--- config.mk ---
export PLATFORM = sky130hd
export DESIGN_NAME = fifo_dequeue_mux_flat
export DESIGN_NICKNAME = d
export VERILOG_FILES = /design/src/rtl/fifo_dequeue_mux_if.sv /design/src/rtl/fifo_dequeue_mux.sv /design/src/flat_wrapper.sv
export SDC_FILE = /design/constraint.sdc
export NUM_CORES = 1
export LEC_CHECK = 0
export CORE_UTILIZATION = 35
export DETAILED_ROUTE_END_ITERATION = 12
export SLEW_MARGIN = 0
export SYNTH_ARGS = -nofsm -noshare
export SYNTH_HDL_FRONTEND = slang
export SYNTH_SLANG_ARGS = --single-unit
--- constraint.sdc ---
create_clock -name clk -period 5.4 [get_ports clk]
set_clock_uncertainty 0.1 [all_clocks]
set_input_delay 1.08 -clock clk [delete_from_list [all_inputs] [get_ports clk]]
set_output_delay 1.08 -clock clk [all_outputs]
set_load 0.05 [all_outputs]
--- src/rtl/fifo_dequeue_mux_if.sv ---
// rtl/fifo_dequeue_mux_if.sv - grant/FIFO/output bundle for fifo_dequeue_mux
//
// Purpose: groups the arbiter grant, queue FIFO read side, output stream and
// drop counter into one interface.
// Modports:
//   slave  - the dequeue mux: takes grant, FIFO flags/data and out_ready;
//            drives pop, data_out, out_id, data_valid and drop_count.
//   master - the surrounding arbiter/FIFO/consumer environment (mirror image).
interface fifo_dequeue_mux_if #(
    parameter int QUEUE_QUANTITY = 4,
    parameter int DATA_BITS      = 8,
    parameter int DROP_BITS      = 8
);
    localparam int SEL_BITS = $clog2(QUEUE_QUANTITY);

    logic                                enb;
    logic [SEL_BITS-1:0]                 selector;
    logic                                selector_enb;
    logic [QUEUE_QUANTITY-1:0]           buf_empty;
    logic [QUEUE_QUANTITY*DATA_BITS-1:0] fifo_data;
    logic [QUEUE_QUANTITY-1:0]           pop;
    logic [DATA_BITS-1:0]                data_out;
    logic [SEL_BITS-1:0]                 out_id;
    logic                                data_valid;
    logic                                out_ready;
    logic [DROP_BITS-1:0]                drop_count;

    modport slave (
        input  enb, selector, selector_enb, buf_empty, fifo_data, out_ready,
        output pop, data_out, out_id, data_valid, drop_count
    );

    modport master (
        output enb, selector, selector_enb, buf_empty, fifo_data, out_ready,
        input  pop, data_out, out_id, data_valid, drop_count
    );
endinterface

--- src/rtl/fifo_dequeue_mux.sv ---
// rtl/fifo_dequeue_mux.sv - pops granted queue FIFOs into a 2-entry ready/valid buffer
//
// Purpose: consumes the round-robin arbiter grant, pops the selected queue
// FIFO, captures the word one cycle later and presents it on a ready/valid
// output through a 2-entry buffer. Grants that could not be buffered are
// dropped and counted (saturating).
// Ports:
//   clk  - single clock, rising edge
//   rst  - asynchronous active-high reset
//   bus  - fifo_dequeue_mux_if.slave: enb, selector, selector_enb, buf_empty,
//          fifo_data, out_ready in; pop, data_out, out_id, data_valid,
//          drop_count out
module fifo_dequeue_mux #(
    parameter int QUEUE_QUANTITY = 4,
    parameter int DATA_BITS      = 8,
    parameter int DROP_BITS      = 8
) (
    input  logic                    clk,
    input  logic                    rst,
    fifo_dequeue_mux_if.slave       bus
);
    localparam int SEL_BITS = $clog2(QUEUE_QUANTITY);
    localparam logic [DROP_BITS-1:0] DROP_MAX = {DROP_BITS{1'b1}};

    typedef enum logic [1:0] {
        OCC_EMPTY = 2'd0,
        OCC_ONE   = 2'd1,
        OCC_FULL  = 2'd2
    } occ_t;

    occ_t                  occ;
    logic [DATA_BITS-1:0]  head_data;
    logic [SEL_BITS-1:0]   head_id;
    logic [DATA_BITS-1:0]  tail_data;
    logic [SEL_BITS-1:0]   tail_id;
    logic                  pend_v;
    logic [SEL_BITS-1:0]   pend_id;
    logic [DROP_BITS-1:0]  drop_cnt;

    logic [DATA_BITS-1:0]  words [QUEUE_QUANTITY];
    logic [DATA_BITS-1:0]  cap_data;
    logic [1:0]            occ_cnt;
    logic [2:0]            load;
    logic                  deq;
    logic                  room;
    logic                  grant;
    logic                  accept;
    logic                  drop;
    logic [QUEUE_QUANTITY-1:0] pop_vec;

    always_comb begin
        for (int i = 0; i < QUEUE_QUANTITY; i++) begin
            words[i] = bus.fifo_data[i*DATA_BITS +: DATA_BITS];
        end
    end

    assign cap_data = words[pend_id];

    always_comb begin
        occ_cnt = 2'd0;
        case (occ)
            OCC_ONE:  occ_cnt = 2'd1;
            OCC_FULL: occ_cnt = 2'd2;
            default:  occ_cnt = 2'd0;
        endcase
    end

    assign deq = (occ != OCC_EMPTY) && bus.out_ready;

    // Occupancy the buffer will have once the in-flight read lands and the
    // current dequeue (if any) completes; a new pop needs a free slot beyond it.
    assign load  = {1'b0, occ_cnt} + {2'b00, pend_v} - {2'b00, deq};
    assign room  = load < 3'd2;

    // rst gates grant so pop is forced low during reset.
    assign grant  = ~rst & bus.enb & bus.selector_enb & ~bus.buf_empty[bus.selector];
    assign accept = grant & room;
    assign drop   = grant & ~room;

    always_comb begin
        pop_vec = '0;
        if (accept) begin
            pop_vec[bus.selector] = 1'b1;
        end
    end

    always_ff @(posedge clk or posedge rst) begin
        if (rst) begin
            occ       <= OCC_EMPTY;
            head_data <= '0;
            head_id   <= '0;
            tail_data <= '0;
            tail_id   <= '0;
            pend_v    <= 1'b0;
            pend_id   <= '0;
            drop_cnt  <= '0;
        end else begin
            pend_v  <= accept;
            pend_id <= bus.selector;

            if (drop && drop_cnt != DROP_MAX) begin
                drop_cnt <= drop_cnt + 1'b1;
            end

            case (occ)
                OCC_EMPTY: begin
                    if (pend_v) begin
                        head_data <= cap_data;
                        head_id   <= pend_id;
                        occ       <= OCC_ONE;
                    end
                end
                OCC_ONE: begin
                    if (pend_v) begin
                        if (deq) begin
                            // Head leaves as the new word arrives: it takes the head slot.
                            head_data <= cap_data;
                            head_id   <= pend_id;
                        end else begin
                            tail_data <= cap_data;
                            tail_id   <= pend_id;
                            occ       <= OCC_FULL;
                        end
                    end else if (deq) begin
                        occ <= OCC_EMPTY;
                    end
                end
                OCC_FULL: begin
                    // The room check keeps a capture from landing on a full
                    // buffer without a dequeue; the deq+capture case is kept safe.
                    if (deq) begin
                        head_data <= tail_data;
                        head_id   <= tail_id;
                        if (pend_v) begin
                            tail_data <= cap_data;
                            tail_id   <= pend_id;
                        end else begin
                            occ <= OCC_ONE;
                        end
                    end
                end
                default: occ <= OCC_EMPTY;
            endcase
        end
    end

    assign bus.pop        = pop_vec;
    assign bus.data_out   = head_data;
    assign bus.out_id     = head_id;
    assign bus.data_valid = (occ != OCC_EMPTY);
    assign bus.drop_count = drop_cnt;

endmodule

--- src/flat_wrapper.sv ---
// flat-port wrapper written by rule: the top's interface ports become plain ports
module fifo_dequeue_mux_flat 
#(
    parameter int QUEUE_QUANTITY = 4,
    parameter int DATA_BITS      = 8,
    parameter int DROP_BITS      = 8
)
  (clk, rst, bus_enb, bus_selector, bus_selector_enb, bus_buf_empty, bus_fifo_data, bus_out_ready, bus_pop, bus_data_out, bus_out_id, bus_data_valid, bus_drop_count);
  fifo_dequeue_mux_if #(.QUEUE_QUANTITY(QUEUE_QUANTITY), .DATA_BITS(DATA_BITS), .DROP_BITS(DROP_BITS)) bus_i ();
  input  logic clk;
  input  logic rst;
  input wire logic [$bits(bus_i.enb)-1:0] bus_enb;
  input wire logic [$bits(bus_i.selector)-1:0] bus_selector;
  input wire logic [$bits(bus_i.selector_enb)-1:0] bus_selector_enb;
  input wire logic [$bits(bus_i.buf_empty)-1:0] bus_buf_empty;
  input wire logic [$bits(bus_i.fifo_data)-1:0] bus_fifo_data;
  input wire logic [$bits(bus_i.out_ready)-1:0] bus_out_ready;
  output wire logic [$bits(bus_i.pop)-1:0] bus_pop;
  output wire logic [$bits(bus_i.data_out)-1:0] bus_data_out;
  output wire logic [$bits(bus_i.out_id)-1:0] bus_out_id;
  output wire logic [$bits(bus_i.data_valid)-1:0] bus_data_valid;
  output wire logic [$bits(bus_i.drop_count)-1:0] bus_drop_count;
  assign bus_i.enb = bus_enb;
  assign bus_i.selector = bus_selector;
  assign bus_i.selector_enb = bus_selector_enb;
  assign bus_i.buf_empty = bus_buf_empty;
  assign bus_i.fifo_data = bus_fifo_data;
  assign bus_i.out_ready = bus_out_ready;
  assign bus_pop = bus_i.pop;
  assign bus_data_out = bus_i.data_out;
  assign bus_out_id = bus_i.out_id;
  assign bus_data_valid = bus_i.data_valid;
  assign bus_drop_count = bus_i.drop_count;
  fifo_dequeue_mux #(.QUEUE_QUANTITY(QUEUE_QUANTITY), .DATA_BITS(DATA_BITS), .DROP_BITS(DROP_BITS)) u_core (.clk(clk), .rst(rst), .bus(bus_i));
endmodule
## Yosys cells after proc, flatten, opt, wreduce, memory -nomap -nowiden

Cells that the tools add are included.

- Bits in registers: 33
- Input port bits: 43
- Output and inout port bits: 23

- Add/subtract/negate cells: 3
- Order comparisons: 4
- Equal/unequal tests: 12
- Multiplexer cells: 34
- Bitwise gates (word level): 9
- Reductions and logical operators: 10

Operators by type and width:

| kind | count |
|---|---|
| two-way mux 8 bit | 9 |
| two-way mux 2 bit | 13 |
| case mux 8 bit (3 select lines) | 1 |
| binary-select mux 8 bit (select 2 bit) | 1 |
| case mux 8 bit (2 select lines) | 1 |
| AND reduction 5 bit | 3 |
| case mux 2 bit (3 select lines) | 2 |
| != test 2 x 1 -> 1 bit, second input constant | 5 |
| adder 8 x 1 -> 8 bit, second input constant | 1 |
| != test 8 bit, second input constant | 1 |
| case mux 2 bit (2 select lines) | 2 |
| bitwise AND 1 bit | 5 |
| two-way mux 4 bit | 1 |
| != test 2 bit, second input constant | 2 |
| nonzero test 2 bit | 2 |
| adder 2 x 1 -> 3 bit | 1 |
| greater-or-equal comparator 3 bit, second input constant | 1 |
| logical AND 1 bit | 3 |
| less-than comparator 2 x 3 -> 1 bit, second input constant | 1 |
| less-than comparator 3 x 2 -> 1 bit, second input constant | 1 |
| != test 3 x 1 -> 1 bit, second input constant | 1 |
| != test 3 bit, second input constant | 1 |
| inverter 1 bit | 3 |
| inverter 2 -> 3 bit | 1 |
| other kinds (9) | 10 |

## Longest topological paths before layout

- Word-level depth: 8
- Gate-level depth with buffers: 10

## Worst setup path after synthesis

Ideal clock, no wire load.

- Path kind: in2out
- Start point: input bus_out_ready
- End point: output bus_pop[2]
- Arrival time: 3395 ps
- Required time: 4220 ps
- Path slack: 825 ps
- Cell stages on the path: 7
- Cells stage by stage: nand2b_1 > nor2_1 > o21ai_0 > fa_1 > xnor2_1 > nand3_2 > nor3b_1

- Longest elaborated chain between the ends: 5

Ends and longest elaborated chain:

| what | RTL line | text |
|---|---|---|
| start: declaration | flat_wrapper.sv:17 | `input wire logic [$bits(bus_i.out_ready)-1:0] bus_out_ready;` |
| logical AND 1 bit | fifo_dequeue_mux.sv:68 | `assign deq = (occ != OCC_EMPTY) && bus.out_ready;` |
| subtractor 3 x 1 -> 3 bit | fifo_dequeue_mux.sv:72 | `assign load = {1'b0, occ_cnt} + {2'b00, pend_v} - {2'b00, deq};` |
| less-than comparator 3 x 2 -> 1 bit | fifo_dequeue_mux.sv:73 | `assign room = load < 3'd2;` |
| bitwise AND 1 bit | fifo_dequeue_mux.sv:77 | `assign accept = grant & room;` |
| two-way mux 4 bit | fifo_dequeue_mux.sv:82 | `if (accept) begin` |
| end: declaration | flat_wrapper.sv:18 | `output wire logic [$bits(bus_i.pop)-1:0] bus_pop;` |

No other way between the ends.

## Final worst setup path

- Start point: input bus_out_ready
- End point: output bus_pop[0]

The elaborated chain is that of the path after synthesis.

==> run_results.csv <==
group,metric,value,unit
grt,grt_max_degree,34,
clocking,h-tree-depth,2,
place,gp_congestion,0.722,
synthesis,synth_top_area_cell,"dfrtp_1",
timing,final_hold_viol_count,0,
pwr,irDropWorstVdd,0.228,mV
grt,antenna_found_initial,0,
clocking,cts_resized,0,
grt,overflow,0,
timing,max_slew_margin,34.1,%
routing,finalWirelength,4500,um
grt,grt_pass1_vias,1563,
synthesis,netlist_top_cells_area,"dfrtp_1 43%, mux2_2 19%, mux4_2 9.4%, ha_1 3.9%, xnor2_1 2.3%",
worst_setup_path,cp.required,4.22,ns
layout,flow.area_growth_from_synthesis,44.0,%
timing,worst_pin_slew,0.982,ns
routing,drtIter0Drc,37,
worst_setup_path,critPathLaunchType,"input pin",
timing,min_period,5.05,ns
synthesis,synthTopCellsByCount,"33 x dfrtp_1, 32 x mux2_2, 8 x mux4_2, 8 x nor2_1, 7 x inv_1",
synthesis,ys_seq_elements,33,
clocking,clk_transition_reported_paths,0.07,ns
routing,wire_per_inst,15.6,um
timing,setup_viol,0,
timing,period_share,93.6,%
floorplan,die_area,0.00580,mm^2
synthesis,yosysMostFrequentCell,"dfrtp_1",
synthesis,yosys.area.top_type_share,42.9,%
routing,ant_nets,0,
layout,drive_gt1_share,27.4,%
clocking,clk_latency,0.28,ns
layout,utilization,53.2,%
worst_setup_path,path_class,"input pin to output pin",
synthesis,ys_seq_area_share,42.9,%
synthesis,synth_edf_count,0,
floorplan,core,0.00520,mm^2
place,pre_cts_ws,0.311,ns
synthesis,synthesis.instances,148,
synthesis,synth_cell_types,35,
layout,fill_cells,467,
layout,multi_input_area,0.00105,mm^2
routing,drc_errors,0,
clocking,root_buffer,"clkbuf_8",
clocking,cts_setup_buffers,0,
synthesis,async_reset_ff_share,100,%
worst_setup_path,setup.worst_path.end_class,"output pin",
timing,rsz0062_at_grt,"false",
synthesis,syn_area,0.00192,mm^2
grt,grt_pass1_wl,7560,um
routing,via_count,1466,
min_path,hold_class,"flop to flop",
run_status,outcome,"finished, final reports clean",
clocking,numCtsBuffers,5,
floorplan,rows,26,
routing,drt-pass1-iter-count,4,
layout,regArea,826,um^2
clocking,cts_buffer_depth,2,
routing,viasPerCell,5.07,
synthesis,synth_ff_type,"dfrtp_1",
layout,num_antenna_cells,0,
timing,maxSlewViolCount,0,
pwr,p_leak,1.12,nW
clocking,cts_tree,"done",
synthesis,syn_area_per_cell,13.0,um^2
place,hpwl,3370,um
grt,grtUsageTotal,16.7,%
synthesis,synth_warnings,0,
clocking,cts_sinks,33,
floorplan,die_h,76.2,um
worst_setup_path,crit_arrival,3.87,ns
synthesis,syn_nets,198,
floorplan,die_x,76.2,um
pwr,power_density,472,mW/mm^2
place,numPortBuffers,65,
flow_run,drv_cap,0,
clocking,postCtsHoldBufs,0,
worst_setup_path,path_max_fanout,5,
floorplan,start_util,37.0,%
timing,max_freq,0.198,GHz
layout,nets,268,
timing,setup_tns,0,ns
timing,setup_ws,0.347,ns
floorplan,io_pins,66,
final timing paths:
check / from / end / slack [ns] / depth (start not counted)
max in group asynchronous: rst / u_core.pend_id[1] / 3.78 / 3
setup / recovery: bus_out_ready / bus_pop[0] / 0.35 / 9
min in group asynchronous: rst / u_core.bus.drop_count[1] / 1.11 / 3
setup reg to reg: u_core.occ[0] / u_core.tail_data[6] / 2.45 / 6
hold reg to reg: u_core.tail_data[1] / u_core.tail_data[1] / 0.40 / 1
hold / removal: u_core.tail_data[1] / u_core.tail_data[1] / 0.40 / 1
stage by stage:
stage | instances | instance area [um^2] | power, mW | hold WS, ns
floorplan | 148 | 1920 | 0.861 | 0.374
global placement | 281 | 2660 | 1.06 | 0.383
detailed placement | 281 | 2660 | 1.08 | 0.392
CTS | 289 | 2770 | 1.32 | 0.408
global route | 289 | 2770 | 1.38 | 0.422
finish | 289 | 2770 | 1.31 | 0.402
layout by cell type (no fill, tap or decap):
cell type / netlist / layout
and3_2: 1 / 1
clkdlybuf4s50_1: 0 / 63
nand2_1: 2 / 2
a211o_1: 1 / 1
nand3_1: 2 / 2
bufinv_16: 0 / 1
o31ai_2: 1 / 1
mux4_2: 8 / 8
and2_1: 2 / 2
a2bb2oi_1: 1 / 1
mux2_2: 32 / 32
fa_1: 1 / 1
xnor2_1: 5 / 5
nand2b_1: 4 / 4
a21oi_1: 2 / 2
nor2b_1: 1 / 1
clkbuf_8: 0 / 6
nor3b_1: 4 / 4
a2111oi_4: 1 / 1
o21ai_0: 1 / 1
and3b_2: 1 / 1
nand3b_1: 2 / 2
and3_1: 2 / 2
a41oi_1: 1 / 1
a21oi_2: 1 / 1
mux2i_1: 2 / 2
clkbuf_1: 1 / 1
nor2_1: 8 / 8
dfrtp_1: 33 / 33
inv_1: 7 / 7
nor3_1: 1 / 1
nand3_2: 2 / 2
mux2_4: 2 / 2
buf_4: 0 / 4
ha_1: 6 / 6
nand4_1: 6 / 6
o22ai_1: 1 / 1
state kept, by name, indices dropped and copies added (netlist names):
register,cells
u_core.tail_data,8
u_core.tail_id,2
u_core.occ,2
u_core.pend_id,2
u_core.bus.out_id,2
u_core.pend_v,1
u_core.bus.data_out,8
u_core.bus.drop_count,8
metal layers:
metal	GRT usage [%]	vias up	wire length, um
met5	0	-	0
met4	5.77	0	87
met3	4.07	10	187
met2	27.3	40	2220
met1	21.5	730	2010
li1	-	686	-
cell type report:
cell class	count	share of cell area, %
sequential	33	29.8
clock inverter	1	1.08
tap	70	3.16
multi-input combinational	104	38.1
inverter	7	0.948
timing repair buffer	67	23.8
clock buffer	7	3.12
critical path, cell delays in order:
cell and delay [ns]:
clkdlybuf4s50_1 0.51, nand2b_1 0.11, nor2_1 0.19, o21ai_0 0.14, fa_1 0.43, xnor2_1 0.23
nand3_2 0.18, nor3_1 0.18, clkdlybuf4s50_1 0.83
kinds of logic after synthesis:
logic type | Yosys count | synth area share [%]
adders and majority gates | 7 | 4.94
DFF | 33 | 42.9
muxes | 44 | 30.7
and+or+nand+nor | 38 | 11.9
buffers and inverters | 11 | 2.28
AOI/OAI and AO/OA | 10 | 5.01
xor gates and xnor gates | 5 | 2.28
where the power goes:
group / leakage [nW] / switching (mW) / internal, mW
clock: 0.0585 / 0.0899 / 0.150
sequential: 0.405 / 0.0627 / 0.342
combinational: 0.660 / 0.369 / 0.295
total: 1.12 / 0.522 / 0.787
Power figures use the tool's default switching activity.
